File: config.mk
export PLATFORM = sky130hd
export DESIGN_NAME = serial_add_ctrl
export DESIGN_NICKNAME = d
export VERILOG_FILES = /design/src/rtl/serial_add_ctrl.sv
export SDC_FILE = /design/constraint.sdc
export NUM_CORES = 1
export LEC_CHECK = 0
export ABC_CLOCK_PERIOD_IN_PS = 2000
export BUFFER_PORTS_ARGS = -buffer_cell sky130_fd_sc_hd__buf_2
export CORE_UTILIZATION = 53
export DETAILED_ROUTE_END_ITERATION = 16
export PLACE_DENSITY = 0.83
export SETUP_SLACK_MARGIN = 0.02
export SYNTH_ARGS = -nofsm -noshare
export SYNTH_HDL_FRONTEND = slang
export SYNTH_SLANG_ARGS = --single-unit
File: constraint.sdc
create_clock -name clk -period 2 [get_ports clk]
set_clock_uncertainty 0.1 [all_clocks]
set_input_delay 0.2 -clock clk [delete_from_list [all_inputs] [get_ports clk]]
set_output_delay 0.2 -clock clk [all_outputs]
set_load 0.005 [all_outputs]
File: src/rtl/serial_add_ctrl.sv
// Bit-serial add/subtract controller that time-shares one external full adder, LSB first.
// Handshake: a transfer happens on a rising edge where valid and ready are both high; the producer holds valid until then.
module serial_add_ctrl #(
    parameter int WIDTH = 8
) (
    input  logic             clk,
    input  logic             rst,
    input  logic             start_valid,
    output logic             start_ready,
    input  logic [WIDTH-1:0] op_a,
    input  logic [WIDTH-1:0] op_b,
    input  logic             op_sub,
    input  logic             cin,
    output logic             fa_a,
    output logic             fa_b,
    output logic             fa_c,
    input  logic             fa_sum,
    input  logic             fa_carry,
    output logic             res_valid,
    input  logic             res_ready,
    output logic [WIDTH-1:0] res_sum,
    output logic             res_cout,
    output logic             res_ovf,
    output logic             busy,
    output logic [1:0]       dbg_state
);

    localparam int CW = $clog2(WIDTH) + 1;
    localparam logic [CW-1:0] LAST_BIT = CW'(WIDTH - 1);

    localparam logic [1:0] S_IDLE = 2'd0;
    localparam logic [1:0] S_RUN  = 2'd1;
    localparam logic [1:0] S_DONE = 2'd2;

    logic [1:0]       state_q, state_d;
    logic [WIDTH-1:0] a_sh_q, a_sh_d;
    logic [WIDTH-1:0] b_sh_q, b_sh_d;
    logic [WIDTH-1:0] res_sh_q, res_sh_d;
    logic [WIDTH-1:0] res_sum_q, res_sum_d;
    logic             carry_q, carry_d;
    logic             cmsb_q, cmsb_d;
    logic             res_cout_q, res_cout_d;
    logic [CW-1:0]    cnt_q, cnt_d;
    logic             run;

    always_comb begin
        state_d    = state_q;
        a_sh_d     = a_sh_q;
        b_sh_d     = b_sh_q;
        res_sh_d   = res_sh_q;
        res_sum_d  = res_sum_q;
        carry_d    = carry_q;
        cmsb_d     = cmsb_q;
        res_cout_d = res_cout_q;
        cnt_d      = cnt_q;
        case (state_q)
            S_IDLE: begin
                if (start_valid) begin
                    // Subtraction is a + ~b + 1, so the inversion and the +1 happen at capture.
                    a_sh_d  = op_a;
                    b_sh_d  = op_sub ? ~op_b : op_b;
                    carry_d = op_sub ? 1'b1 : cin;
                    cnt_d   = '0;
                    state_d = S_RUN;
                end
            end
            S_RUN: begin
                res_sh_d = WIDTH'({fa_sum, res_sh_q} >> 1);
                a_sh_d   = a_sh_q >> 1;
                b_sh_d   = b_sh_q >> 1;
                carry_d  = fa_carry;
                cnt_d    = cnt_q + 1'b1;
                if (cnt_q == LAST_BIT) begin
                    // Published results live in their own registers so they survive the next RUN.
                    res_sum_d  = res_sh_d;
                    cmsb_d     = carry_q;
                    res_cout_d = fa_carry;
                    state_d    = S_DONE;
                end
            end
            S_DONE: begin
                if (res_ready) begin
                    state_d = S_IDLE;
                end
            end
            default: state_d = S_IDLE;
        endcase
    end

    always_ff @(posedge clk or posedge rst) begin
        if (rst) begin
            state_q    <= S_IDLE;
            a_sh_q     <= '0;
            b_sh_q     <= '0;
            res_sh_q   <= '0;
            res_sum_q  <= '0;
            carry_q    <= 1'b0;
            cmsb_q     <= 1'b0;
            res_cout_q <= 1'b0;
            cnt_q      <= '0;
        end else begin
            state_q    <= state_d;
            a_sh_q     <= a_sh_d;
            b_sh_q     <= b_sh_d;
            res_sh_q   <= res_sh_d;
            res_sum_q  <= res_sum_d;
            carry_q    <= carry_d;
            cmsb_q     <= cmsb_d;
            res_cout_q <= res_cout_d;
            cnt_q      <= cnt_d;
        end
    end

    assign run         = (state_q == S_RUN);
    assign start_ready = (state_q == S_IDLE);
    assign res_valid   = (state_q == S_DONE);
    assign busy        = run || res_valid;
    assign dbg_state   = state_q;
    assign fa_a        = run & a_sh_q[0];
    assign fa_b        = run & b_sh_q[0];
    assign fa_c        = run & carry_q;
    assign res_sum     = res_sum_q;
    assign res_cout    = res_cout_q;
    assign res_ovf     = cmsb_q ^ res_cout_q;

endmodule

==> results.md, run 1 <==
| Metric | Reported | Unit |
|---|---|---|
| Post-route worst hold slack | 28.42 | ps |
| Effective utilization at floorplan | 55.85 | % |
| Post-synth top flop | dfrtp_1 | - |
| Origin of the critical flop-to-flop path | dbg_state[1]$_DFFE_PP0P_ | - |
| Static leakage | 1.139 | nW |
| Total of flip-flops plus latches after synthesis | 40 | - |
| Clock sinks | 40 | - |
| Endpoints failing setup | 0 | - |
| Number of cells produced by synthesis | 159 | - |
| Final Max Tran Viols | 0 | - |
| Total placed cells including tap cells | 242 | - |
| Average size of a mapped cell | 11.91 | um^2 |
| Worst reg2reg endpoint | cnt_q[3]$_DFFE_PP0P_ | - |
| Utilization after layout | 67.92 | % |
| Number of core rows | 21 | - |
| Count of flip-flops with a built-in enable after synthesis | 0 | - |
| Pin count of the biggest net entering global routing | 41 | - |
| Min-Delay Endpoint | res_cout$_DFFE_PP0P_ | - |
| Achievable frequency | 538.7 | MHz |
| Clk Latency, worst-skew pair | 340 | ps |
| Slowest stage cell on the critical path | dfrtp_1 | - |
| Layout cells sized above 1 | 38.50 | % |
| H-tree level count | 2 | - |
| Final Non-Filler Cells | 259 | - |
| 1st-iter DRT viols | 31 | - |
| Drc violations | 0 | - |
| Max-slew headroom at the worst pin | 67.47 | % |
| Antenna Violating Nets Remaining | 0 | - |
| Hold Path Stages | 2 | - |
| Initial antenna violation count | 0 | - |
| Cell area after synthesis | 0.001893 | mm^2 |
| Final TNS setup | 0 | ps |
| Max-cap violations | 0 | - |
| Width of the chip | 61.77 | um |
| Number of distinct library cells after synthesis | 30 | - |
| Category of cells accounting for the largest share of critical-path delay | buffers and inverters | - |
| Most common cell in the netlist | dfrtp_1 | - |
| Crit path kind | register to primary output | - |
| Required time of the critical path | 1700 | ps |
| Startpoint of the worst hold path | fa_carry | - |
| Delay contributed by the slowest stage of the critical path | 430 | ps |
| Number of nets in the layout | 240 | - |
| Total power density per cell area | 1491 | mW/mm^2 |
| Ports | 42 | - |
| Antenna diodes | 0 | - |
| Class of the tightest hold or removal check | input pin to register | - |
| Worst Path Buf+Inv | 3 | - |
| Metal2 WL | 1631 | um |
| IR Drop Worst-Case VDD | 0.9616 | mV |
| Routed via count | 1,319 | - |
| Buffers added on ports | 41 | - |
| Commonest cells in the netlist | 40 x dfrtp_1, 21 x nand2_1, 17 x mux2_2 | - |
| Post-Route WL | 3325 | um |
| Count of synthesis-stage warnings from yosys | 0 | - |
| Number of vias per cell | 5.093 | - |
| Post-synthesis sequential area ratio | 52.88 | % |
| CP cell instances | inv_1 -> ha_4 -> buf_4 -> and2_1 -> buf_2 | - |
| Number of clock buffers inserted by TritonCTS | 5 | - |
| Routed wire per std cell | 12.84 | um |
| Unrepaired setup endpoints after global routing | no | - |
| Post-Syn Nets | 187 | - |
| Period minus WS final | 1856 | ps |
| Area inside the core boundary | 0.003390 | mm^2 |
| Via count of the first global-routing pass | 1,221 | - |
| Grt ovf | 0 | - |
| Run status | complete, no violations | - |
| Worst Path Arrival | 1560 | ps |
| Startpoint type of the worst setup path | register | - |
| Clk root buf | clkbuf_4 | - |
| Chip height | 61.77 | um |
| Highest metal layer used by the detailed router | met4 | - |
| Worst R2R Path Depth | 6 | - |
| Area fraction of the dominant cell type after synthesis | 52.88 | % |
| Half-perimeter wire length of the detailed placement result | 2414 | um |
| GRT Util Overall | 19.22 | % |
| Clock tree from TritonCTS | done | - |
| Clock-pin slew of the registers on the worst-case setup and hold paths | 110 | ps |
| Final Cycle Share | 92.81 | % |
| Cell type with the largest total area after synthesis | dfrtp_1 | - |
| CP Capture Type | primary output | - |
| Register-to-register path setup slack | 220 | ps |
| Placer Congestion | 0.7484 | - |
| Amount of wire on met3 after detailed routing | 145 | um |
| DR pass1 iterations | 4 | - |
| DRT met1 WL | 1499 | um |
| Share of synthesized flip-flops with an asynchronous set or reset | 100.0 | % |
| Transition time of the tightest slew-check pin | 487.9 | ps |
| Clock Tree Buf Depth | 2 | - |
| First-pass GRT wire length | 5202 | um |
| Die footprint | 0.003815 | mm^2 |
| Area grow syn2layout | 21.61 | % |
| Endpoints failing hold | 0 | - |
| Ranking of synthesized cells by area | dfrtp_1 53%, mux2_2 10%, mux2i_1 7.9% | - |
| Worst-path maximum fanout | 10 | - |
-- what timing repair did --
| item | in CTS | in global routing |
|---|---|---|
| hold endpoints to repair | 42 | 0 |
| buffers inserted | 0 | 6 |
| endpoints found under the setup margin | 2 | 2 |
| hold buffers | 3 | 0 |
| resized for setup | 1 | 0 |
-- state kept, by name (all words and copies together) (netlist names) --
name       cells
a_sh_q         8
b_sh_q         8
carry_q        1
cmsb_q         1
cnt_q          4
dbg_state      2
res_cout       1
res_sh_q       7
res_sum        8
-- cells by family after synthesis --
kind of cell,count (synthesis),share of synthesized area [%]
compound gates,24,7.732
xor+xnor,9,4.164
fa+ha+maj,4,2.644
buf+inv,13,3.767
flops,40,52.88
mux,33,18.64
simple gates,36,10.18
-- placed cells by master (no fill, tap or decap) --
cell	Yosys	final
a211oi_2	1	1
a21oi_1	1	1
a32o_1	1	1
and2_1	3	3
buf_12	0	1
buf_2	2	41
buf_4	5	10
clkbuf_4	0	5
clkbuf_8	0	1
clkinv_2	0	2
dfrtp_1	40	40
dlygate4sd3_1	0	3
ha_1	4	3
ha_4	0	1
inv_1	4	4
mux2_1	1	1
mux2_2	17	17
mux2i_1	15	14
mux2i_2	0	1
nand2_1	21	21
nand2b_1	3	3
nand3_1	2	2
nand3b_1	1	1
nand3b_2	1	1
nand4_4	1	1
nand4b_1	1	1
nor2b_1	2	2
nor3_1	1	1
o21ai_0	15	15
o21ai_1	2	2
o31ai_1	2	2
o32a_1	1	1
o32ai_1	1	1
xnor2_1	1	1
xor2_1	8	8
-- power by group --
group	total, mW	switching, mW	leakage [nW]	internal, mW
Clock	0.411	0.244	0.0380	0.167
Sequential	1.41	0.229	0.501	1.18
Combinational	1.61	0.756	0.600	0.857
-- area by class of cell --
cell class,count,area (um^2)
Timing Repair Buffer,55,330.3
Fill cell,256,1087
Multi-Input combinational cell,106,837.1
Inverter,4,15.01
Clock inverter,2,10.01
Clock buffer,6,51.30
Sequential cell,40,1001
Tap cell,46,57.56
-- metal layers --
layer / GRT usage, % / vias to the layer above
li1: - / 653
met1: 25.17 / 624
met5: 0 / -
met4: 9.524 / 0
met2: 30.72 / 37
met3: 3.727 / 5
-- metrics by stage --
step                instance area [um^2]  power (mW)  worst slack [ps]
detailed placement                  2156       2.930             306.3
global route                        2302       3.722             29.28
global placement                    2156       2.814             397.1
finish                              2302       3.432             143.8
CTS                                 2257       3.374             55.09
floorplan                           1893       2.471             425.4
-- how the worst max path moves through the flow --
| stage | to | slack (ps) | cells past startpoint | startpoint |
|---|---|---|---|---|
| after floorplan | b_sh_q[7]$_DFFE_PP0P_ | 430 | 7 | dbg_state[0]$_DFFE_PP0P_ |
| after CTS | fa_a | 60 | 5 | dbg_state[1]$_DFFE_PP0P_ |
| after global routing | fa_a | 30 | 5 | dbg_state[1]$_DFFE_PP0P_ |
| after detailed placement | cnt_q[3]$_DFFE_PP0P_ | 310 | 5 | dbg_state[1]$_DFFE_PP0P_ |
| final | fa_a | 140 | 5 | dbg_state[1]$_DFFE_PP0P_ |
| after global placement | res_sum[1]$_DFFE_PP0P_ | 400 | 4 | dbg_state[1]$_DFFE_PP0P_ |
-- worst register-to-register path, delay by kind of cell (launching register included) --
family                     cells  cell delay [ps]
DFF                            1              430
buffers and inverters          2              350
adders and majority gates      1              290
muxes                          1              290
AOI/OAI and AO/OA              2              220
No activity file was read; power rests on OpenSTA's default activity.
==> run 2: changes to the inputs <==
==> constraint.sdc (replaced) <==
create_clock -name clk -period 2 [get_ports clk]
set_clock_uncertainty 0.1 [all_clocks]
set_input_delay 0.3 -clock clk [delete_from_list [all_inputs] [get_ports clk]]
set_output_delay 0.3 -clock clk [all_outputs]
set_load 0.005 [all_outputs]
==> run 2 against run 1 <==
Effect of this change: utilization fell by 0.78 points; non-clock buffer count down 8; first-iteration DRC count rose by 55%; via count fell by 1.3%.
==> results.md, run 2 (same netlist as run 1, synthesis figures left out) <==
| Metric | Reported | Unit |
|---|---|---|
| Run status | complete, no violations | - |
| Routed wire per std cell | 13.57 | um |
| Chip height | 61.77 | um |
| IR Drop Worst-Case VDD | 0.7918 | mV |
| Required time of the critical path | 1600 | ps |
| Buffers added on ports | 41 | - |
| Switching share of total power | 35.64 | % |
| Clock tree from TritonCTS | done | - |
| Worst reg2reg endpoint | a_sh_q[4]$_DFFE_PP0P_ | - |
| Number of cells on the critical path | 5 | - |
| Clk network pwr share | 12.3 | % |
| Capturing element of the worst setup path | fa_c | - |
| Area inside the core boundary | 0.003390 | mm^2 |
| Combinational group share of total power | 47.0 | % |
| Total power density per cell area | 1518 | mW/mm^2 |
| Origin of the critical flop-to-flop path | dbg_state[0]$_DFFE_PP0P_ | - |
| Area grow syn2layout | 20.22 | % |
| Power spent charging and discharging nets | 1.231 | mW |
| Placer Congestion | 0.7596 | - |
| Top library cells by usage in the layout, fill and taps aside | 41 x buf_2, 40 x dfrtp_1, 21 x nand2_1, 17 x mux2_2, 15 x o21ai_0 | - |
| Most common library cell in the layout ignoring fill and taps | buf_2 | - |
| Delay contributed by the slowest stage of the critical path | 410 | ps |
| Post-route worst hold slack | 102.1 | ps |
| GRT Util Overall | 20.88 | % |
| Max-slew headroom at the worst pin | 67.43 | % |
| Startpoint type of the worst setup path | register | - |
| Number of nets in the layout | 232 | - |
| Routed via count | 1,302 | - |
| Fill cell instance count of the final layout | 280 | - |
| Sequential power share | 40.7 | % |
| Antenna Violating Nets Remaining | 0 | - |
| Final Cycle Share | 92.87 | % |
| Post-placement worst setup slack | 263.1 | ps |
| Clock Tree Buf Depth | 2 | - |
| CP Capture Type | primary output | - |
| First-pass GRT wire length | 5616 | um |
| Layout cells sized above 1 | 36.59 | % |
| Width of the chip | 61.77 | um |
| Number of clock buffers inserted by TritonCTS | 5 | - |
| Ports | 42 | - |
| Crit path kind | register to primary output | - |
| Pin count of the biggest net entering global routing | 41 | - |
| Clock-pin slew of the registers on the worst-case setup and hold paths | 110 | ps |
| Post-route total power | 3.455 | mW |
| Number of core rows | 21 | - |
| Source of the critical timing path | dbg_state[1]$_DFFE_PP0P_ | - |
| Endpoints failing hold | 0 | - |
| Placed Area | 0.002153 | mm^2 |
| Class of the tightest hold or removal check | input pin to register | - |
| Drc violations | 0 | - |
| Transition time of the tightest slew-check pin | 488.5 | ps |
| Final instance area | 0.002276 | mm^2 |
| Antenna diodes | 0 | - |
| 1st-iter DRT viols | 48 | - |
| H-tree level count | 2 | - |
| Die footprint | 0.003815 | mm^2 |
| Cell-internal power | 2.223 | mW |
| Unrepaired setup endpoints after global routing | no | - |
| Clock sinks | 40 | - |
| Clk root buf | clkbuf_4 | - |
| Number of vias per cell | 5.187 | - |
| Final TNS setup | 0 | ps |
| Category of cells accounting for the largest share of critical-path delay | flip-flops | - |
| Clk Latency, worst-skew pair | 340 | ps |
| Final Max Tran Viols | 0 | - |
| Slowest stage cell on the critical path | dfrtp_1 | - |
| Register-to-register path setup slack | 260 | ps |
| Period minus WS final | 1857 | ps |
| Max-cap violations | 0 | - |
| Via count of the first global-routing pass | 1,260 | - |
| Initial antenna violation count | 0 | - |
| Static leakage | 1.115 | nW |
| Post-Route WL | 3407 | um |
| Worst R2R Path Depth | 5 | - |
| CP cell instances | inv_1 -> ha_4 -> buf_12 -> and2_1 -> buf_2 | - |
| Grt ovf | 0 | - |
| Worst Path Arrival | 1460 | ps |
| Worst Path Buf+Inv | 3 | - |
| Worst-path maximum fanout | 15 | - |
| Half-perimeter wire length of the detailed placement result | 2385 | um |
| Seq. cell area | 0.001001 | mm^2 |
| Total area of multi-input combinational cells | 837.1 | um^2 |
| Effective utilization at floorplan | 55.85 | % |
| DR pass1 iterations | 4 | - |
| Post-layout worst setup margin | 142.5 | ps |
| Achievable frequency | 538.4 | MHz |
| Endpoints failing setup | 0 | - |
[run 2: cell types whose count changed in the layout (fill, tap and decap cells not counted)]
cell,previous run,this run
clkinvlp_4,0,1
dlygate4sd3_1,3,1
clkbuf_1,0,1
buf_12,1,2
bufbuf_16,0,1
buf_4,10,2
clkinv_2,2,0
[run 2: stage by stage]
stage,std cells,utilization (%)
2_1_floorplan,159,-
3_3_place_gp,240,63.53
3_5_place_dp,240,63.53
4_1_cts,251,67.15
5_1_grt,251,67.15
6_report,251,67.15
[run 2: how the worst min path moves through the flow]
stage                           from                endpoint  slack [ps]  cells after the start
2_1_floorplan  a_sh_q[0]$_DFFE_PP0P_   a_sh_q[0]$_DFFE_PP0P_         340                      2
3_3_place_gp                     rst  res_sum[4]$_DFFE_PP0P_         330                      3
3_5_place_dp                     rst  res_sum[4]$_DFFE_PP0P_         340                      3
4_1_cts                       fa_sum  res_sum[7]$_DFFE_PP0P_          90                      2
5_1_grt                     fa_carry    res_cout$_DFFE_PP0P_          70                      2
6_report                    fa_carry    res_cout$_DFFE_PP0P_         100                      2
[run 2: area by class of cell]
type                       instances  area share (%)
clock buffer                       7           2.419
clock inverter                     1          0.3299
inverter                           4          0.6597
multi-input combinational        106           36.78
sequential                        40           43.98
tap                               46           2.529
timing repair buffer              47           13.30
[run 2: power groups by stage]
stage | registers [mW] | clock network (mW) | logic, mW
2_1_floorplan | 1.37 | 0 | 1.10
3_3_place_gp | 1.39 | 0 | 1.42
3_5_place_dp | 1.42 | 0 | 1.51
4_1_cts | 1.41 | 0.442 | 1.64
5_1_grt | 1.46 | 0.481 | 1.80
6_report | 1.41 | 0.425 | 1.62
[run 2: timing repair]
item                                    in CTS  in global routing
resized for setup                            1                  0
hold buffers                                 1                  0
endpoints found under the setup margin       3                  0
hold endpoints to repair                    40                  0
setup buffers                                1                  0
[run 2: metal layers]
metal	share of wire (%)	up-vias	GRT usage [%]
met5	0	-	0
met4	0.44	0	6.667
met3	5.3	2	6.832
met2	51	37	36.25
met1	43	625	24.56
li1	-	638	-
